`src/rtl/ahb_lite_master_if.sv`:
```
// ahb_lite_master_if
//   Bundles the CPU request/response handshake and the AHB-lite bus signals
//   of ahb_lite_master into one interface.
//   master modport : bridge side (drives cpu_req_ready, cpu_rsp_*, h* outputs)
//   slave  modport : environment side (CPU + AHB slave)
//   Signals:
//     cpu_req_valid/ready/we/addr/wdata  CPU request channel
//     cpu_rsp_valid/ready/rdata/err/timeout  CPU response channel
//     haddr/hwrite/hsel/hwdata           AHB outputs to the slave
//     hready/hresp/hrdata                AHB inputs from the slave
interface ahb_lite_master_if #(
   parameter int unsigned ADDR_W = 32,
   parameter int unsigned DATA_W = 32
);
   logic              cpu_req_valid;
   logic              cpu_req_ready;
   logic              cpu_req_we;
   logic [ADDR_W-1:0] cpu_req_addr;
   logic [DATA_W-1:0] cpu_req_wdata;
   logic              cpu_rsp_valid;
   logic              cpu_rsp_ready;
   logic [DATA_W-1:0] cpu_rsp_rdata;
   logic              cpu_rsp_err;
   logic              cpu_rsp_timeout;
   logic [ADDR_W-1:0] haddr;
   logic              hwrite;
   logic              hsel;
   logic [DATA_W-1:0] hwdata;
   logic              hready;
   logic              hresp;
   logic [DATA_W-1:0] hrdata;

   modport master (
      input  cpu_req_valid, cpu_req_we, cpu_req_addr, cpu_req_wdata,
      input  cpu_rsp_ready, hready, hresp, hrdata,
      output cpu_req_ready, cpu_rsp_valid, cpu_rsp_rdata, cpu_rsp_err,
      output cpu_rsp_timeout, haddr, hwrite, hsel, hwdata
   );

   modport slave (
      output cpu_req_valid, cpu_req_we, cpu_req_addr, cpu_req_wdata,
      output cpu_rsp_ready, hready, hresp, hrdata,
      input  cpu_req_ready, cpu_rsp_valid, cpu_rsp_rdata, cpu_rsp_err,
      input  cpu_rsp_timeout, haddr, hwrite, hsel, hwdata
   );
endinterface

```
`src/rtl/ahb_lite_master.sv`:
```
// ahb_lite_master
//   Single-outstanding bridge from CPU load/store requests to AHB-lite
//   address/data phases. Misaligned requests are rejected without bus
//   activity; a data phase stalled on hready for TIMEOUT cycles is forced
//   to an error so a hung slave cannot lock the core.
//   Ports:
//     clk   rising-edge system clock
//     rstn  asynchronous active-low reset
//     bus   ahb_lite_master_if.master (CPU request/response + AHB signals)
//   Parameters: ADDR_W, DATA_W (bus widths), TIMEOUT (1..255 wait cycles)
module ahb_lite_master #(
   parameter int unsigned ADDR_W  = 32,
   parameter int unsigned DATA_W  = 32,
   parameter int unsigned TIMEOUT = 16
) (
   input  logic            clk,
   input  logic            rstn,
   ahb_lite_master_if.master bus
);

   typedef enum logic [1:0] {
      IDLE = 2'd0,
      ADDR = 2'd1,
      DATA = 2'd2,
      RESP = 2'd3
   } state_t;

   // Counter holds the number of wait cycles already seen; the TIMEOUT-th
   // wait cycle is therefore the one where it equals TIMEOUT-1.
   localparam logic [7:0] WAIT_LAST = 8'(TIMEOUT - 1);

   state_t            state;
   logic              lat_we;
   logic [DATA_W-1:0] lat_wdata;
   logic [7:0]        wait_cnt;

   logic              req_ready_q;
   logic              rsp_valid_q;
   logic [DATA_W-1:0] rsp_rdata_q;
   logic              rsp_err_q;
   logic              rsp_timeout_q;
   logic [ADDR_W-1:0] haddr_q;
   logic              hwrite_q;
   logic              hsel_q;
   logic [DATA_W-1:0] hwdata_q;

   always_ff @(posedge clk or negedge rstn) begin
      if (!rstn) begin
         state         <= IDLE;
         lat_we        <= 1'b0;
         lat_wdata     <= '0;
         wait_cnt      <= '0;
         req_ready_q   <= 1'b1;
         rsp_valid_q   <= 1'b0;
         rsp_rdata_q   <= '0;
         rsp_err_q     <= 1'b0;
         rsp_timeout_q <= 1'b0;
         haddr_q       <= '0;
         hwrite_q      <= 1'b0;
         hsel_q        <= 1'b0;
         hwdata_q      <= '0;
      end else begin
         case (state)
            IDLE: begin
               if (bus.cpu_req_valid) begin
                  lat_we      <= bus.cpu_req_we;
                  lat_wdata   <= bus.cpu_req_wdata;
                  req_ready_q <= 1'b0;
                  if (bus.cpu_req_addr[1:0] != 2'b00) begin
                     rsp_valid_q   <= 1'b1;
                     rsp_err_q     <= 1'b1;
                     rsp_timeout_q <= 1'b0;
                     rsp_rdata_q   <= '0;
                     state         <= RESP;
                  end else begin
                     // haddr register doubles as the latched request address
                     hsel_q   <= 1'b1;
                     hwrite_q <= bus.cpu_req_we;
                     haddr_q  <= bus.cpu_req_addr;
                     state    <= ADDR;
                  end
               end
            end
            ADDR: begin
               hsel_q   <= 1'b0;
               hwrite_q <= 1'b0;
               haddr_q  <= '0;
               hwdata_q <= lat_we ? lat_wdata : '0;
               wait_cnt <= '0;
               state    <= DATA;
            end
            DATA: begin
               if (bus.hready) begin
                  rsp_valid_q   <= 1'b1;
                  rsp_err_q     <= bus.hresp;
                  rsp_timeout_q <= 1'b0;
                  rsp_rdata_q   <= (!lat_we && !bus.hresp) ? bus.hrdata : '0;
                  hwdata_q      <= '0;
                  state         <= RESP;
               end else if (wait_cnt == WAIT_LAST) begin
                  rsp_valid_q   <= 1'b1;
                  rsp_err_q     <= 1'b1;
                  rsp_timeout_q <= 1'b1;
                  rsp_rdata_q   <= '0;
                  hwdata_q      <= '0;
                  state         <= RESP;
               end else begin
                  wait_cnt <= wait_cnt + 8'd1;
               end
            end
            RESP: begin
               if (bus.cpu_rsp_ready) begin
                  rsp_valid_q   <= 1'b0;
                  rsp_err_q     <= 1'b0;
                  rsp_timeout_q <= 1'b0;
                  rsp_rdata_q   <= '0;
                  req_ready_q   <= 1'b1;
                  state         <= IDLE;
               end
            end
            default: state <= IDLE;
         endcase
      end
   end

   assign bus.cpu_req_ready   = req_ready_q;
   assign bus.cpu_rsp_valid   = rsp_valid_q;
   assign bus.cpu_rsp_rdata   = rsp_rdata_q;
   assign bus.cpu_rsp_err     = rsp_err_q;
   assign bus.cpu_rsp_timeout = rsp_timeout_q;
   assign bus.haddr           = haddr_q;
   assign bus.hwrite          = hwrite_q;
   assign bus.hsel            = hsel_q;
   assign bus.hwdata          = hwdata_q;

endmodule

```
`src/flat_wrapper.sv`:
```
// flat-port wrapper written by rule: the top's interface ports become plain ports
module ahb_lite_master_flat 
#(
   parameter int unsigned ADDR_W  = 32,
   parameter int unsigned DATA_W  = 32,
   parameter int unsigned TIMEOUT = 16
)
  (clk, rstn, bus_cpu_req_valid, bus_cpu_req_we, bus_cpu_req_addr, bus_cpu_req_wdata, bus_cpu_rsp_ready, bus_hready, bus_hresp, bus_hrdata, bus_cpu_req_ready, bus_cpu_rsp_valid, bus_cpu_rsp_rdata, bus_cpu_rsp_err, bus_cpu_rsp_timeout, bus_haddr, bus_hwrite, bus_hsel, bus_hwdata);
  ahb_lite_master_if #(.ADDR_W(ADDR_W), .DATA_W(DATA_W)) bus_i ();
  input  logic clk;
  input  logic rstn;
  input wire logic [$bits(bus_i.cpu_req_valid)-1:0] bus_cpu_req_valid;
  input wire logic [$bits(bus_i.cpu_req_we)-1:0] bus_cpu_req_we;
  input wire logic [$bits(bus_i.cpu_req_addr)-1:0] bus_cpu_req_addr;
  input wire logic [$bits(bus_i.cpu_req_wdata)-1:0] bus_cpu_req_wdata;
  input wire logic [$bits(bus_i.cpu_rsp_ready)-1:0] bus_cpu_rsp_ready;
  input wire logic [$bits(bus_i.hready)-1:0] bus_hready;
  input wire logic [$bits(bus_i.hresp)-1:0] bus_hresp;
  input wire logic [$bits(bus_i.hrdata)-1:0] bus_hrdata;
  output wire logic [$bits(bus_i.cpu_req_ready)-1:0] bus_cpu_req_ready;
  output wire logic [$bits(bus_i.cpu_rsp_valid)-1:0] bus_cpu_rsp_valid;
  output wire logic [$bits(bus_i.cpu_rsp_rdata)-1:0] bus_cpu_rsp_rdata;
  output wire logic [$bits(bus_i.cpu_rsp_err)-1:0] bus_cpu_rsp_err;
  output wire logic [$bits(bus_i.cpu_rsp_timeout)-1:0] bus_cpu_rsp_timeout;
  output wire logic [$bits(bus_i.haddr)-1:0] bus_haddr;
  output wire logic [$bits(bus_i.hwrite)-1:0] bus_hwrite;
  output wire logic [$bits(bus_i.hsel)-1:0] bus_hsel;
  output wire logic [$bits(bus_i.hwdata)-1:0] bus_hwdata;
  assign bus_i.cpu_req_valid = bus_cpu_req_valid;
  assign bus_i.cpu_req_we = bus_cpu_req_we;
  assign bus_i.cpu_req_addr = bus_cpu_req_addr;
  assign bus_i.cpu_req_wdata = bus_cpu_req_wdata;
  assign bus_i.cpu_rsp_ready = bus_cpu_rsp_ready;
  assign bus_i.hready = bus_hready;
  assign bus_i.hresp = bus_hresp;
  assign bus_i.hrdata = bus_hrdata;
  assign bus_cpu_req_ready = bus_i.cpu_req_ready;
  assign bus_cpu_rsp_valid = bus_i.cpu_rsp_valid;
  assign bus_cpu_rsp_rdata = bus_i.cpu_rsp_rdata;
  assign bus_cpu_rsp_err = bus_i.cpu_rsp_err;
  assign bus_cpu_rsp_timeout = bus_i.cpu_rsp_timeout;
  assign bus_haddr = bus_i.haddr;
  assign bus_hwrite = bus_i.hwrite;
  assign bus_hsel = bus_i.hsel;
  assign bus_hwdata = bus_i.hwdata;
  ahb_lite_master #(.ADDR_W(ADDR_W), .DATA_W(DATA_W), .TIMEOUT(TIMEOUT)) u_core (.clk(clk), .rstn(rstn), .bus(bus_i));
endmodule
```
`config.mk`:
```
export PLATFORM = sky130hd
export DESIGN_NAME = ahb_lite_master_flat
export DESIGN_NICKNAME = d
export VERILOG_FILES = /design/src/rtl/ahb_lite_master_if.sv /design/src/rtl/ahb_lite_master.sv /design/src/flat_wrapper.sv
export SDC_FILE = /design/constraint.sdc
export NUM_CORES = 1
export LEC_CHECK = 0
export CORE_MARGIN = 2
export CORE_UTILIZATION = 49
export CTS_CLUSTER_SIZE = 28
export DETAILED_ROUTE_END_ITERATION = 16
export PLACE_DENSITY = 0.85
export SLEW_MARGIN = 10
export SYNTH_ARGS = -nofsm -noshare
export SYNTH_HDL_FRONTEND = slang
export SYNTH_SLANG_ARGS = --single-unit
```
`constraint.sdc`:
```
create_clock -name clk -period 2.85 [get_ports clk]
set_input_delay 0.57 -clock clk [delete_from_list [all_inputs] [get_ports clk]]
set_output_delay 0.57 -clock clk [all_outputs]
set_load 0.005 [all_outputs]
```
Yosys cells after proc, flatten, opt, wreduce, memory -nomap -nowiden

Index checks and enable logic that the tools add are counted.

Reductions and logical operators: 16
Multiplexer cells: 43
Add/subtract/negate cells: 1
Equality and inequality tests: 11

Operator list:

| cell                                                  | number |
|---|---|
| 2-to-1 mux 32 bit                                     | 10 |
| case mux 32 bit (2 select lines)                      | 2 |
| case mux 32 bit (3 select lines)                      | 1 |
| 2-to-1 mux 8 bit                                      | 2 |
| case mux 8 bit (2 select lines)                       | 1 |
| 2-to-1 mux 1 bit                                      | 15 |
| AND reduction 3 bit                                   | 4 |
| 2-to-1 mux 2 bit                                      | 5 |
| inequality test 2 bit, second input constant          | 5 |
| case mux 1 bit (3 select lines)                       | 3 |
| adder 8 x 1 -> 8 bit, second input constant           | 1 |
| equality test 8 x 4 -> 1 bit, second input constant   | 1 |
| case mux 2 bit (4 select lines)                       | 1 |
| nonzero test 2 bit                                    | 4 |
| case mux 1 bit (2 select lines)                       | 3 |
| AND reduction 5 bit                                   | 1 |
| equality test 2 bit, second input constant            | 2 |
| AND reduction 2 bit                                   | 2 |
| inequality test 3 x 2 -> 1 bit, second input constant | 1 |
| nonzero test 3 bit                                    | 1 |
| equality test 2 x 1 -> 1 bit, second input constant   | 1 |
| logical NOT 1 bit                                     | 2 |
| logical NOT 2 bit                                     | 1 |
| inequality test 2 x 1 -> 1 bit, second input constant | 1 |
| logical AND 1 bit                                     | 1 |

Output and inout bits: 102
Input port bits: 103
Register bits: 145
Logic and storage cells: 84

Depth between registers and ports, before layout

Gate-level depths: netlist (run 1).

Depth in word-level cells: 5
Mapped depth: 8
Gate-level depth less buffers: 6

Worst setup path after synthesis (run 1)

Ideal clock, no wire load.

Path kind: reg-to-reg
Start: register u_core.state[0]
End: register u_core.rsp_rdata_q[0], in the netlist u_core.bus.cpu_rsp_rdata[0]
Period minus slack after synthesis: 1779 ps
Data arrival time: 1700 ps
Path slack: 1071 ps
Stages on the path, launching flop included: 9
Library setup time: 79 ps
Buffers on the path: 2
Cell sequence: dfrtp_1 inv_1 ha_1 buf_4 inv_1 nor4_4 clkbuf_1 nand2_1 mux2i_1

Longest elaborated chain between the ends: 3

Ends and longest elaborated chain:

| item                                                                          | line                  | source |
|---|---|---|
| start, declared                                                               | ahb_lite_master.sv:32 | `state_t state;` |
| start signal, assigned                                                        | ahb_lite_master.sv:49 | `state <= IDLE;` |
| start signal, assigned                                                        | ahb_lite_master.sv:74 | `state <= RESP;` |
| start signal, assigned                                                        | ahb_lite_master.sv:80 | `state <= ADDR;` |
| equality test 2 bit / logical NOT 2 bit (equally long branches)               | ahb_lite_master.sv:63 | `case (state)` |
| inequality test 3 x 2 -> 1 bit (no source line), or another cell as far along | -                     |  |
| AND reduction 5 bit (no source line)                                          | -                     |  |
| end signal, assigned                                                          | ahb_lite_master.sv:97 | `rsp_rdata_q <= (!lat_we && !bus.hresp) ? bus.hrdata : '0;` |
| end, declared                                                                 | ahb_lite_master.sv:39 | `logic [DATA_W-1:0] rsp_rdata_q;` |

Several ways; a longest one is shown, not always the timed one.
A chain may end at the register's enable or synchronous reset.

Final worst setup path (run 1)

Start: register u_core.state[0]
End: register u_core.rsp_err_q, in the netlist u_core.bus.cpu_rsp_err

Longest elaborated chain between the ends: 3

Ends and longest elaborated chain:

| item                                                                          | line                  | source |
|---|---|---|
| equality test 2 bit / logical NOT 2 bit (equally long branches)               | ahb_lite_master.sv:63 |  |
| inequality test 3 x 2 -> 1 bit (no source line), or another cell as far along | -                     |  |
| AND reduction 5 bit (no source line)                                          | -                     |  |
| end signal, assigned                                                          | ahb_lite_master.sv:95 | `rsp_err_q <= bus.hresp;` |
| end, declared                                                                 | ahb_lite_master.sv:40 | `logic rsp_err_q;` |

Several ways; a longest one is shown, not always the timed one.

==> summary.txt, run 1 <==
Yosys
  • Number of storage elements in the synthesis netlist: 145
  • Top cell type's share of synthesized area: 0.5910
  • Net Count, Synth: 591
  • Total number of yosys warnings: 0
  • Share of synthesized area occupied by flip-flops and latches: 0.5953
  • Count of mapped cells out of synthesis: 482
  • Synth Area per Inst: 12.65 µm²
  • Compound-cell area share of the yosys netlist: 0.1120
  • Top area cells in the synthesized netlist: sky130_fd_sc_hd__dfrtp_1, sky130_fd_sc_hd__mux2_2, sky130_fd_sc_hd__mux2i_1
  • FFs w/ async S/R, synth: 1.000
  • Dominant combinational cell family by area after synthesis: multiplexers
  • Xor/xnor share of the synthesized area: 0
  • Most used DFF post-synth: sky130_fd_sc_hd__dfrtp_1
  • Multiplexer share of the synthesized area: 0.1256
  • Number of distinct library cells after synthesis: 38
  • Area of the mapped netlist: 0.006097 mm²
  • Adder and majority gate portion of the synthesized area: 0.01231
  • Post-synthesis share of cell area spent on and, or, nand and nor gates: 0.09932
  • Number of enable-type register cells in the synthesized netlist: 0
  • Most area-hungry cell type in the Yosys netlist: sky130_fd_sc_hd__dfrtp_1

Timing
  • Slew at the pin closest to its max-slew limit: 621.3 ps
  • Setup TNS after final layout: 0 ps
  • RSZ-0062 raised after global routing: false
  • Final worst path period share: 0.7422
  • Setup Skew: just over 7 ps
  • Endpoints failing hold: 0
  • Post-layout min period: 2115 ps
  • Fmax: 472.7 MHz
  • Max Slew Vio Count: 0
  • Relative slew margins: 0.5814
  • Worst setup margin: between 700 and 800 ps
  • Setup violations, final: 0

Global routing
  • Global routing usage summed across all routing layers: 0.2423
  • Most congested layer reported by global routing: met2
  • Wire length of the first global-routing pass: 24810 µm
  • Met3 track utilization from global routing: 0.09100
  • Met1 Track Usage GR: 0.2907
  • Met2 track demand over resource: 0.4113
  • Number of antenna violations at the first check in global routing: 0
  • Maximum number of pins on one net before global-route repair: 45
  • Total gr overflow: 0
  • Vias in the first global route: between 4000 and 5000

Placement
  • HPWL reported at the end of detailed placement: about 11000 µm
  • Final RePlAce weighted congestion: between 0.8 and 0.9
  • Placed instance area: 0.008305 mm²
  • Setup WS pre-CTS: 622.7 ps
  • Count of port buffers added during placement: just over 200

Critical path
  • Kind of cell adding the most delay to the critical path: simple AND/OR/NAND/NOR gates
  • Crit path cell chain: inv_1, ha_1, nor2b_1, o21ai_2, nand3b_1, buf_12, mux2_2
  • Arrival time at the worst endpoint: 2420 ps
  • FF-to-FF Start: u_core.state[0]
  • Worst setup slack for register-to-register paths: 730 ps
  • Peak per-stage delay on the critical path: roughly 400 ps
  • Critical setup path kind: register to register
  • Capturing point of the worst reg2reg path: u_core.bus.cpu_rsp_err
  • Stages on worst setup path: 7
  • Endpoint class of the critical path: register
  • Number of buffers and inverters on the critical path: 2
  • Launch point of the critical path: u_core.state[0]
  • Capturing element of the worst setup path: u_core.bus.cpu_rsp_err
  • Startpoint class of the critical path: register
  • Critical Path Fanout Max: 26
  • Data required time of the worst path: 3160 ps
  • Slowest stage cell, crit path: sky130_fd_sc_hd__dfrtp_1
  • Cells on worst reg2reg path: 7

Power
  • Max IR drop VDD: 519.6 µV
  • Power per cell area: 949.0 mW/mm²
  • Cell leakage power: 4.121 nW

Floorplan
  • Area enclosed by the die boundary: around 0.013 mm²
  • Core area: around 0.012 mm²
  • Die Ht: 115.6 µm
  • Num ports: 205
  • Overall die width: 115.6 µm
  • Placement row count: 40
  • Starting utilization of the core area: 0.5055

Routing
  • Drc violations: 0
  • DR vias: 4617
  • Wire per inst: 18.15 µm
  • Starting DRT DRC Count: 348
  • TritonRoute pass-1 iters: 4
  • Via density per instance: 5.325
  • Aggregate routed wire length: 15730 µm
  • Number of nets with antenna violations after detailed routing: 0

CTS
  • Clock-pin slew reported for the worst setup and hold paths after clock tree synthesis: 60 ps
  • Master cell of the clock root buffer: sky130_fd_sc_hd__clkbuf_16
  • Hold-fix buffers, CTS: 0
  • CTS buffer count: 17
  • Number of clock sinks: between 100 and 150
  • Setup repair bufs after CTS: 0
  • Later-pin clock latency in the skew report: 420 ps
  • CTS tree: yes
  • Clk buf depth: 2
  • Count of H-tree levels built during CTS: 4
  • Total of cells resized after clock tree synthesis: 0

Flow run
  • Max-Cap Viols: 0

Layout
  • Post-route standard cell area excluding fillers: around 0.0088 mm²
  • Number of nets in the finished design: 796
  • Diode count: 0
  • Share of layout cells above drive strength 1: 0.1159
  • Relative area change from synthesis to final layout: 44.96%

Status
  • Result of the run: complete, no violations

Hold path
  • Type of the tightest min-delay check: input pin to async pin
==> power by group <==
part / switching [mW] / internal (mW) / total, mW / leakage (nW)
combinational: 1.53 / 1.78 / 3.30 / 1.95
clock: 0.792 / 1.23 / 2.03 / 0.261
sequential: 0.351 / 2.71 / 3.06 / 1.91
total: 2.67 / 5.72 / 8.39 / 4.12
==> metrics by stage <==
step                  util  hold WS, ps  power (mW)  std cells
floorplan                -        274.4       5.050        482
global placement    0.6886        457.7       6.249        836
detailed placement  0.6886        464.7       6.399        836
CTS                 0.7328        66.90       8.466        867
global route        0.7328        83.48       8.879        867
finish              0.7328        72.89       8.388        867
==> placed cells by master, fill, tap and decap left out, types with 3 or more instances in the layout <==
cell type and n:
sky130_fd_sc_hd__a22o_1 31, sky130_fd_sc_hd__a31oi_1 3, sky130_fd_sc_hd__inv_1 42, sky130_fd_sc_hd__mux2i_1 36
sky130_fd_sc_hd__clkinv_2 4, sky130_fd_sc_hd__clkbuf_16 17, sky130_fd_sc_hd__ha_1 6, sky130_fd_sc_hd__dfrtp_1 144
sky130_fd_sc_hd__o21ai_0 7, sky130_fd_sc_hd__clkdlybuf4s50_1 203, sky130_fd_sc_hd__and4_1 32, sky130_fd_sc_hd__buf_4 11
sky130_fd_sc_hd__nor2b_1 6, sky130_fd_sc_hd__clkbuf_1 6, sky130_fd_sc_hd__a21oi_1 8, sky130_fd_sc_hd__a21o_1 33
sky130_fd_sc_hd__nand2_1 38, sky130_fd_sc_hd__mux2_2 36, sky130_fd_sc_hd__o22ai_1 5
==> cell type report <==
cell class / count / area (µm²)
Sequential cell: 145 / 3630
Fill cell: 810 / 3223
Timing Repair Buffer: 217 / 2166
Multi-Input combinational cell: 264 / 2142
Clock buffer: 25 / 475.5
Tap cell: 168 / 210.2
Inverter: 42 / 157.7
Clock inverter: 6 / 57.56
==> flip-flops by register name, indices dropped and copies added, names as in the netlist <==
name                        count
u_core.bus.cpu_rsp_rdata       32
u_core.bus.haddr               32
u_core.bus.hwdata              32
u_core.lat_wdata               32
u_core.wait_cnt                 8
u_core.state                    2
u_core.bus.cpu_req_ready        1
u_core.bus.cpu_rsp_err          1
u_core.bus.cpu_rsp_timeout      1
u_core.bus.cpu_rsp_valid        1
u_core.bus.hsel                 1
u_core.bus.hwrite               1
u_core.lat_we                   1
==> cells by family after synthesis <==
family	Yosys count
flip-flops	145
AND/OR/NAND/NOR	94
AO/OA/AOI/OAI	92
buffers and inverters	73
multiplexers	72
adder cells (fa/ha/maj)	6
==> cell usage after synthesis, types with 3 or more instances <==
cell / count
sky130_fd_sc_hd__a21o_1: 33
sky130_fd_sc_hd__clkbuf_1: 23
sky130_fd_sc_hd__buf_2: 3
sky130_fd_sc_hd__mux2i_1: 36
sky130_fd_sc_hd__nand2_1: 38
sky130_fd_sc_hd__nor2b_1: 6
sky130_fd_sc_hd__ha_1: 6
sky130_fd_sc_hd__mux2_2: 36
sky130_fd_sc_hd__a22o_1: 31
sky130_fd_sc_hd__buf_12: 3
sky130_fd_sc_hd__o21ai_0: 7
sky130_fd_sc_hd__and4_1: 32
sky130_fd_sc_hd__o22ai_1: 5
sky130_fd_sc_hd__a21oi_1: 9
sky130_fd_sc_hd__a31oi_1: 3
sky130_fd_sc_hd__dfrtp_1: 144
sky130_fd_sc_hd__inv_1: 42
==> worst min-delay path by stage <==
stage | to | slack, ps | cells after the start
after floorplan | u_core.bus.cpu_rsp_err | 270 | 0
after global placement | u_core.bus.hwdata[22] | 460 | 1
after detailed placement | u_core.bus.hwdata[11] | 460 | 1
after CTS | u_core.lat_wdata[6] | 70 | 1
after global routing | u_core.lat_wdata[14] | 80 | 1
final | u_core.lat_wdata[31] | 70 | 1
==> worst reg2reg max path, delay by kind of cell (launching register included) <==
kind	cells	cell delay [ps]
buffers and inverters	2	350
flip-flops	1	410
AO/OA/AOI/OAI	1	100
adder cells (fa/ha/maj)	1	370
AND/OR/NAND/NOR	2	410
multiplexers	1	360
==> per-layer routing <==
metal	share of wire	wire length (µm)
met5	0	0
met4	0.0097	153
met3	0.087	1367
met2	0.50	7837
met1	0.41	6375
Note: power is estimated with default switching activity, not from simulation.
==> run 2, diff against run 1 <==
--- a/config.mk
+++ b/config.mk
@@ -6,10 +6,10 @@
 export NUM_CORES = 1
 export LEC_CHECK = 0
 export CORE_MARGIN = 2
-export CORE_UTILIZATION = 49
+export CORE_UTILIZATION = 41
 export CTS_CLUSTER_SIZE = 28
 export DETAILED_ROUTE_END_ITERATION = 16
-export PLACE_DENSITY = 0.85
+export PLACE_DENSITY = 0.76
 export SLEW_MARGIN = 10
 export SYNTH_ARGS = -nofsm -noshare
 export SYNTH_HDL_FRONTEND = slang
==> constraint.sdc (replaced) <==
create_clock -name clk -period 1.9 [get_ports clk]
set_input_delay 0.38 -clock clk [delete_from_list [all_inputs] [get_ports clk]]
set_output_delay 0.38 -clock clk [all_outputs]
set_load 0.005 [all_outputs]
==> summary.txt, run 2 (synthesis results as in run 1) <==
Timing
  • Setup Skew: 9.488 ps (was 7.110 ps)
  • Fmax: 553.8 MHz (was 472.7 MHz)
  • Final worst path period share: 0.9504 (was 0.7422)
  • Post-layout min period: 1806 ps (was 2115 ps)
  • Setup violations, final: 0 (unchanged)
  • Endpoints failing hold: 0 (unchanged)
  • Max Slew Vio Count: 0 (unchanged)
  • Setup TNS after final layout: 0 ps (unchanged)
  • Relative slew margins: 0.7317 (was 0.5814)
  • Slew at the pin closest to its max-slew limit: 399.8 ps (was 621.3 ps)

Layout
  • Count of placed standard cells in the final layout, fillers left out: 905 (was 867)
  • Most frequent standard cell in the layout excluding fill and tap cells: sky130_fd_sc_hd__clkdlybuf4s50_1 (unchanged)
  • Diode count: 0 (unchanged)
  • Number of fill cells in the layout: 1110 (was 810)
  • Relative area change from synthesis to final layout: 51.86% (was 44.96%)
  • Most used cells in the layout excluding fill and tap cells: sky130_fd_sc_hd__clkdlybuf4s50_1, sky130_fd_sc_hd__dfrtp_1, sky130_fd_sc_hd__inv_1 (unchanged)
  • Share of layout cells above drive strength 1: 0.1526 (was 0.1159)
  • Number of nets in the finished design: 817 (was 796)

Critical path
  • Critical Path Fanout Max: 4 (was 26)
  • Data required time of the worst path: 2190 ps (was 3160 ps)
  • Slowest stage cell, crit path: sky130_fd_sc_hd__dfrtp_1 (unchanged)
  • Launch point of the critical path: u_core.state[0] (unchanged)
  • FF-to-FF Start: u_core.state[0] (unchanged)
  • Endpoint class of the critical path: register (unchanged)
  • Startpoint class of the critical path: register (unchanged)
  • Critical setup path kind: register to register (unchanged)
  • Kind of cell adding the most delay to the critical path: buffers and inverters (was simple AND/OR/NAND/NOR gates)
  • Peak per-stage delay on the critical path: 370 ps (was 410 ps)
  • Arrival time at the worst endpoint: 2100 ps (was 2420 ps)
  • Crit path cell chain: inv_1, ha_2, inv_1, o22ai_2, nand3b_1, buf_4, buf_4, mux2_2 (was inv_1, ha_1, nor2b_1, o21ai_2, nand3b_1, buf_12, mux2_2)
  • Number of buffers and inverters on the critical path: 4 (was 2)

Power
  • Max IR drop VDD: 770.4 µV (was 519.6 µV)
  • Overall power: 13.73 mW (was 8.388 mW)
  • Power per cell area: 1483 mW/mm² (was 949.0 mW/mm²)
  • Cell leakage power: 4.323 nW (was 4.121 nW)

Placement
  • Final RePlAce weighted congestion: 0.8754 (was 0.8052)
  • Post-placement cell count: 865 (was 836)
  • HPWL reported at the end of detailed placement: 11170 µm (was 10870 µm)
  • Count of port buffers added during placement: 204 (unchanged)

Floorplan
  • Overall die width: 125.9 µm (was 115.6 µm)
  • Die Ht: 125.9 µm (was 115.6 µm)
  • Num ports: 205 (unchanged)
  • Placement row count: 44 (was 40)
  • Area enclosed by the die boundary: 0.01586 mm² (was 0.01335 mm²)
  • Starting utilization of the core area: 0.4195 (was 0.5055)
  • Core area: 0.01453 mm² (was 0.01206 mm²)

Routing
  • DR vias: 4711 (was 4617)
  • Wire per inst: 17.66 µm (was 18.15 µm)
  • Via density per instance: 5.206 (was 5.325)
  • Drc violations: 0 (unchanged)
  • Number of nets with antenna violations after detailed routing: 0 (unchanged)
  • Aggregate routed wire length: 15980 µm (was 15730 µm)
  • TritonRoute pass-1 iters: 4 (unchanged)
  • Starting DRT DRC Count: 241 (was 348)

Global routing
  • Total gr overflow: 0 (unchanged)
  • Number of antenna violations at the first check in global routing: 0 (unchanged)
  • Vias in the first global route: 5035 (was 4870)
  • Maximum number of pins on one net before global-route repair: 49 (was 45)
  • Global routing usage summed across all routing layers: 0.2068 (was 0.2423)
  • Wire length of the first global-routing pass: 26200 µm (was 24810 µm)

CTS
  • Clk buf depth: 2 (unchanged)
  • Clock-pin slew reported for the worst setup and hold paths after clock tree synthesis: 60 ps (about the same)
  • Number of clock sinks: 145 (unchanged)
  • CTS buffer count: 17 (unchanged)
  • Master cell of the clock root buffer: sky130_fd_sc_hd__clkbuf_16 (unchanged)
  • CTS tree: yes (unchanged)
  • Count of H-tree levels built during CTS: 4 (unchanged)
  • Later-pin clock latency in the skew report: 410 ps (was 420 ps)

Flow run
  • Max-Cap Viols: 0 (unchanged)

Status
  • Result of the run: complete, no violations (unchanged)

Hold path
  • Type of the tightest min-delay check: input pin to async pin (unchanged)
## run 2: cell count changes in the layout (fill, tap and decap cells not counted), moves of 2 or more
cell,before,now
sky130_fd_sc_hd__bufinv_16,1,5
sky130_fd_sc_hd__clkbuf_1,6,1
sky130_fd_sc_hd__buf_12,2,8
sky130_fd_sc_hd__clkinv_2,4,1
sky130_fd_sc_hd__clkinv_4,0,3
sky130_fd_sc_hd__buf_6,1,3
sky130_fd_sc_hd__buf_4,11,21
## run 2: final timing paths
kind	slack (ps)	to	cells after the start
worst max-delay path	90	u_core.bus.cpu_rsp_valid	8
worst min-delay path	390	u_core.lat_wdata[12]	2
worst max register to register	90	u_core.bus.cpu_rsp_valid	8
worst min register to register	470	u_core.bus.hwdata[3]	1
max in group asynchronous	960	u_core.lat_wdata[29]	3
min in group clk	470	u_core.bus.hwdata[3]	1
## run 2: per-stage QoR
step / hold slack (ps) / worst slack, ps / utilization / instance area, µm²
final: 387.1 / 94.30 / 0.6371 / 9259
after global routing: 386.5 / -4.875 / 0.6371 / 9259
after CTS: 355.2 / 7.018 / 0.6320 / 9185
after detailed placement: 249.5 / -135.8 / 0.5847 / 8498
after global placement: 247.5 / -24.51 / 0.5847 / 8498
after floorplan: 84.41 / 121.0 / - / 6097
## run 2: where the power goes
part / switching, mW / internal [mW] / total (mW)
logic: 2.44 / 3.03 / 5.47
clock network: 1.27 / 2.41 / 3.68
registers: 0.525 / 4.06 / 4.59
## run 2: per-layer routing
metal / global-route usage / vias to the layer above / share of wire / routed length (µm)
li1: - / 2159 / - / -
met1: 0.2603 / 2354 / 0.42 / 6742
met2: 0.3381 / 187 / 0.49 / 7835
met3: 0.06839 / 11 / 0.077 / 1232
met4: 0.06917 / 0 / 0.011 / 172
met5: 0 / - / 0 / 0
## run 2: layout make-up
| class | instances | area (µm²) | area share |
|---|---|---|---|
| clock buffers | 20 | 456.7 | 0.04932 |
| well taps | 184 | 230.2 | 0.02486 |
| repair buffers | 238 | 2426 | 0.2620 |
| clock inverters | 12 | 205.2 | 0.02216 |
| flip-flops and latches | 145 | 3630 | 0.3920 |
| inverters | 42 | 157.7 | 0.01703 |
| multi-input cells | 264 | 2153 | 0.2326 |
## run 2: what timing repair did
action | in CTS | in global routing
hold buffers | 1 | 0
setup endpoints to repair | 20 | 37
cloned | 0 | 2
pin swaps | 0 | 2
hold endpoints to repair | 19 | 0
setup buffers | 2 | 3
gates resized for setup | 0 | 7
## run 2: worst reg2reg max path, stage by stage, from the launching register on
cell and delay, ps:
sky130_fd_sc_hd__dfrtp_1 370, sky130_fd_sc_hd__inv_1 110, sky130_fd_sc_hd__ha_2 220, sky130_fd_sc_hd__inv_1 80, sky130_fd_sc_hd__o22ai_2 190, sky130_fd_sc_hd__nand3b_1 160
sky130_fd_sc_hd__buf_4 130, sky130_fd_sc_hd__buf_4 100, sky130_fd_sc_hd__mux2_2 330
==> run 3, diff against run 2 <==
--- a/config.mk
+++ b/config.mk
@@ -6,10 +6,11 @@
 export NUM_CORES = 1
 export LEC_CHECK = 0
 export CORE_MARGIN = 2
-export CORE_UTILIZATION = 41
+export CORE_UTILIZATION = 43
+export CTS_BUF_LIST = sky130_fd_sc_hd__clkbuf_8
 export CTS_CLUSTER_SIZE = 28
 export DETAILED_ROUTE_END_ITERATION = 16
-export PLACE_DENSITY = 0.76
+export PLACE_DENSITY = 0.79
 export SLEW_MARGIN = 10
 export SYNTH_ARGS = -nofsm -noshare
 export SYNTH_HDL_FRONTEND = slang
==> summary.txt, run 3 (synthesis results as in run 1) <==
Status
  • Result of the run: complete, no violations (unchanged)

Global routing
  • Wire length of the first global-routing pass: 24130 µm (was 26200 µm)
  • Total gr overflow: 0 (unchanged)
  • Number of antenna violations at the first check in global routing: 0 (unchanged)
  • Vias in the first global route: 4859 (was 5035)
  • Maximum number of pins on one net before global-route repair: 50 (was 49)
  • Global routing usage summed across all routing layers: 0.2091 (was 0.2068)

Power
  • Cell leakage power: 4.205 nW (was 4.323 nW)
  • Power per cell area: 1402 mW/mm² (was 1483 mW/mm²)
  • Max IR drop VDD: 765.0 µV (was 770.4 µV)

Layout
  • Relative area change from synthesis to final layout: 47.79% (was 51.86%)
  • Post-route standard cell area excluding fillers: 0.009011 mm² (was 0.009259 mm²)
  • Most used cells in the layout excluding fill and tap cells: sky130_fd_sc_hd__clkdlybuf4s50_1, sky130_fd_sc_hd__dfrtp_1, sky130_fd_sc_hd__inv_1 (unchanged)
  • Number of nets in the finished design: 813 (was 817)
  • Number of fill cells in the layout: 1036 (was 1110)
  • Diode count: 0 (unchanged)
  • Most frequent standard cell in the layout excluding fill and tap cells: sky130_fd_sc_hd__clkdlybuf4s50_1 (unchanged)
  • Share of layout cells above drive strength 1: 0.1508 (was 0.1526)

Timing
  • Setup violations, final: 0 (unchanged)
  • Setup TNS after final layout: 0 ps (unchanged)
  • Post-layout min period: 1816 ps (was 1806 ps)
  • Max Slew Vio Count: 0 (unchanged)
  • Relative slew margins: 0.6839 (was 0.7317)
  • Worst setup margin: 83.79 ps (was 94.30 ps)
  • Setup Skew: 12.44 ps (was 9.488 ps)
  • Fmax: 550.6 MHz (was 553.8 MHz)
  • Slew at the pin closest to its max-slew limit: 474.1 ps (was 399.8 ps)
  • Final worst path period share: 0.9559 (was 0.9504)
  • Final Hold Slack: 448.3 ps (was 387.1 ps)
  • Endpoints failing hold: 0 (unchanged)

Routing
  • Via density per instance: 5.180 (was 5.206)
  • Drc violations: 0 (unchanged)
  • Starting DRT DRC Count: 268 (was 241)
  • DR vias: 4641 (was 4711)
  • TritonRoute pass-1 iters: 5 (was 4)
  • Wire per inst: 17.84 µm (was 17.66 µm)
  • Aggregate routed wire length: 15990 µm (was 15980 µm)
  • Number of nets with antenna violations after detailed routing: 0 (unchanged)

Floorplan
  • Num ports: 205 (unchanged)
  • Core area: 0.01388 mm² (was 0.01453 mm²)
  • Die Ht: 123.1 µm (was 125.9 µm)
  • Overall die width: 123.1 µm (was 125.9 µm)
  • Placement row count: 43 (was 44)
  • Starting utilization of the core area: 0.4392 (was 0.4195)
  • Area enclosed by the die boundary: 0.01515 mm² (was 0.01586 mm²)

Placement
  • Placed instance area: 0.008461 mm² (was 0.008498 mm²)
  • Setup WS pre-CTS: -93.21 ps (was -135.8 ps)
  • Count of port buffers added during placement: 204 (unchanged)
  • Final RePlAce weighted congestion: 0.7897 (was 0.8754)
  • HPWL reported at the end of detailed placement: 10720 µm (was 11170 µm)

Hold path
  • Type of the tightest min-delay check: input pin to async pin (unchanged)

Critical path
  • Critical Path Fanout Max: 4 (unchanged)
  • Endpoint class of the critical path: register (unchanged)
  • Slowest stage cell, crit path: sky130_fd_sc_hd__or3_4 (was sky130_fd_sc_hd__dfrtp_1)
  • Number of buffers and inverters on the critical path: 2 (was 4)
  • Startpoint class of the critical path: register (unchanged)
  • Kind of cell adding the most delay to the critical path: simple AND/OR/NAND/NOR gates (was buffers and inverters)
  • Data required time of the worst path: 2240 ps (was 2190 ps)
  • Arrival time at the worst endpoint: 2150 ps (was 2100 ps)
  • Peak per-stage delay on the critical path: 420 ps (was 370 ps)
  • CP most frequent cell: sky130_fd_sc_hd__buf_4
  • Crit path cell chain: or3_4, o21ai_2, nand3b_1, buf_4, buf_4, mux2_2 (was inv_1, ha_2, inv_1, o22ai_2, nand3b_1, buf_4, buf_4, mux2_2)
  • Critical setup path kind: register to register (unchanged)

CTS
  • Number of clock sinks: 145 (unchanged)
  • Count of H-tree levels built during CTS: 4 (unchanged)
  • Clock-pin slew reported for the worst setup and hold paths after clock tree synthesis: 80 ps (was 60 ps)
  • CTS buffer count: 17 (unchanged)
  • Later-pin clock latency in the skew report: 450 ps (was 410 ps)
  • Master cell of the clock root buffer: sky130_fd_sc_hd__clkbuf_8 (was sky130_fd_sc_hd__clkbuf_16)
  • CTS tree: yes (unchanged)
  • Clk buf depth: 2 (unchanged)

Flow run
  • Max-Cap Viols: 0 (unchanged)
-- run 3: area by class of cell --
type | instances | area, µm² | area share
flip-flops and latches | 145 | 3630 | 0.4028
inverters | 42 | 157.7 | 0.01750
well taps | 180 | 225.2 | 0.02499
clock inverters | 12 | 142.6 | 0.01583
repair buffers | 234 | 2417 | 0.2683
clock buffers | 19 | 261.5 | 0.02902
multi-input cells | 264 | 2177 | 0.2416
-- run 3: routing by layer --
metal / global-route usage / wire, µm
met5: 0 / 0
met4: 0.06605 / 162
met3: 0.07841 / 1387
met2: 0.3577 / 7737
met1: 0.2440 / 6699
-- run 3: repair_timing --
item,CTS,global route
gates resized for setup,1,11
hold buffers,1,0
endpoints found under the hold margin,46,0
gates cloned,0,2
setup buffers,3,4
endpoints found under the setup margin,33,38
pin swaps,0,2
-- run 3: final timing paths --
kind | to | slack [ps] | start | depth (start not counted)
min in group clk | u_core.bus.cpu_rsp_rdata[9] | 480 | bus_hrdata[9] | 3
setup / recovery | u_core.bus.cpu_rsp_err | 80 | u_core.wait_cnt[5] | 6
setup reg to reg | u_core.bus.cpu_rsp_err | 80 | u_core.wait_cnt[5] | 6
max in group asynchronous | u_core.bus.haddr[24] | 820 | rstn | 3
hold reg to reg | u_core.bus.hsel | 480 | u_core.bus.hsel | 1
hold / removal | u_core.lat_wdata[17] | 450 | rstn | 2
-- run 3: metrics by stage --
stage / utilization / std cells / power (mW)
6_report: 0.6492 / 896 / 12.63
5_1_grt: 0.6492 / 896 / 13.40
4_1_cts: 0.6409 / 890 / 12.47
3_5_place_dp: 0.6095 / 855 / 9.902
3_3_place_gp: 0.6095 / 855 / 9.666
2_1_floorplan: - / 482 / 7.575
-- run 3: power breakdown --
| part | switching [mW] | internal [mW] | leakage, nW | total, mW |
|---|---|---|---|---|
| combinational | 2.47 | 3.10 | 2.08 | 5.57 |
| clock | 1.14 | 1.35 | 0.219 | 2.48 |
| sequential | 0.527 | 4.06 | 1.91 | 4.58 |
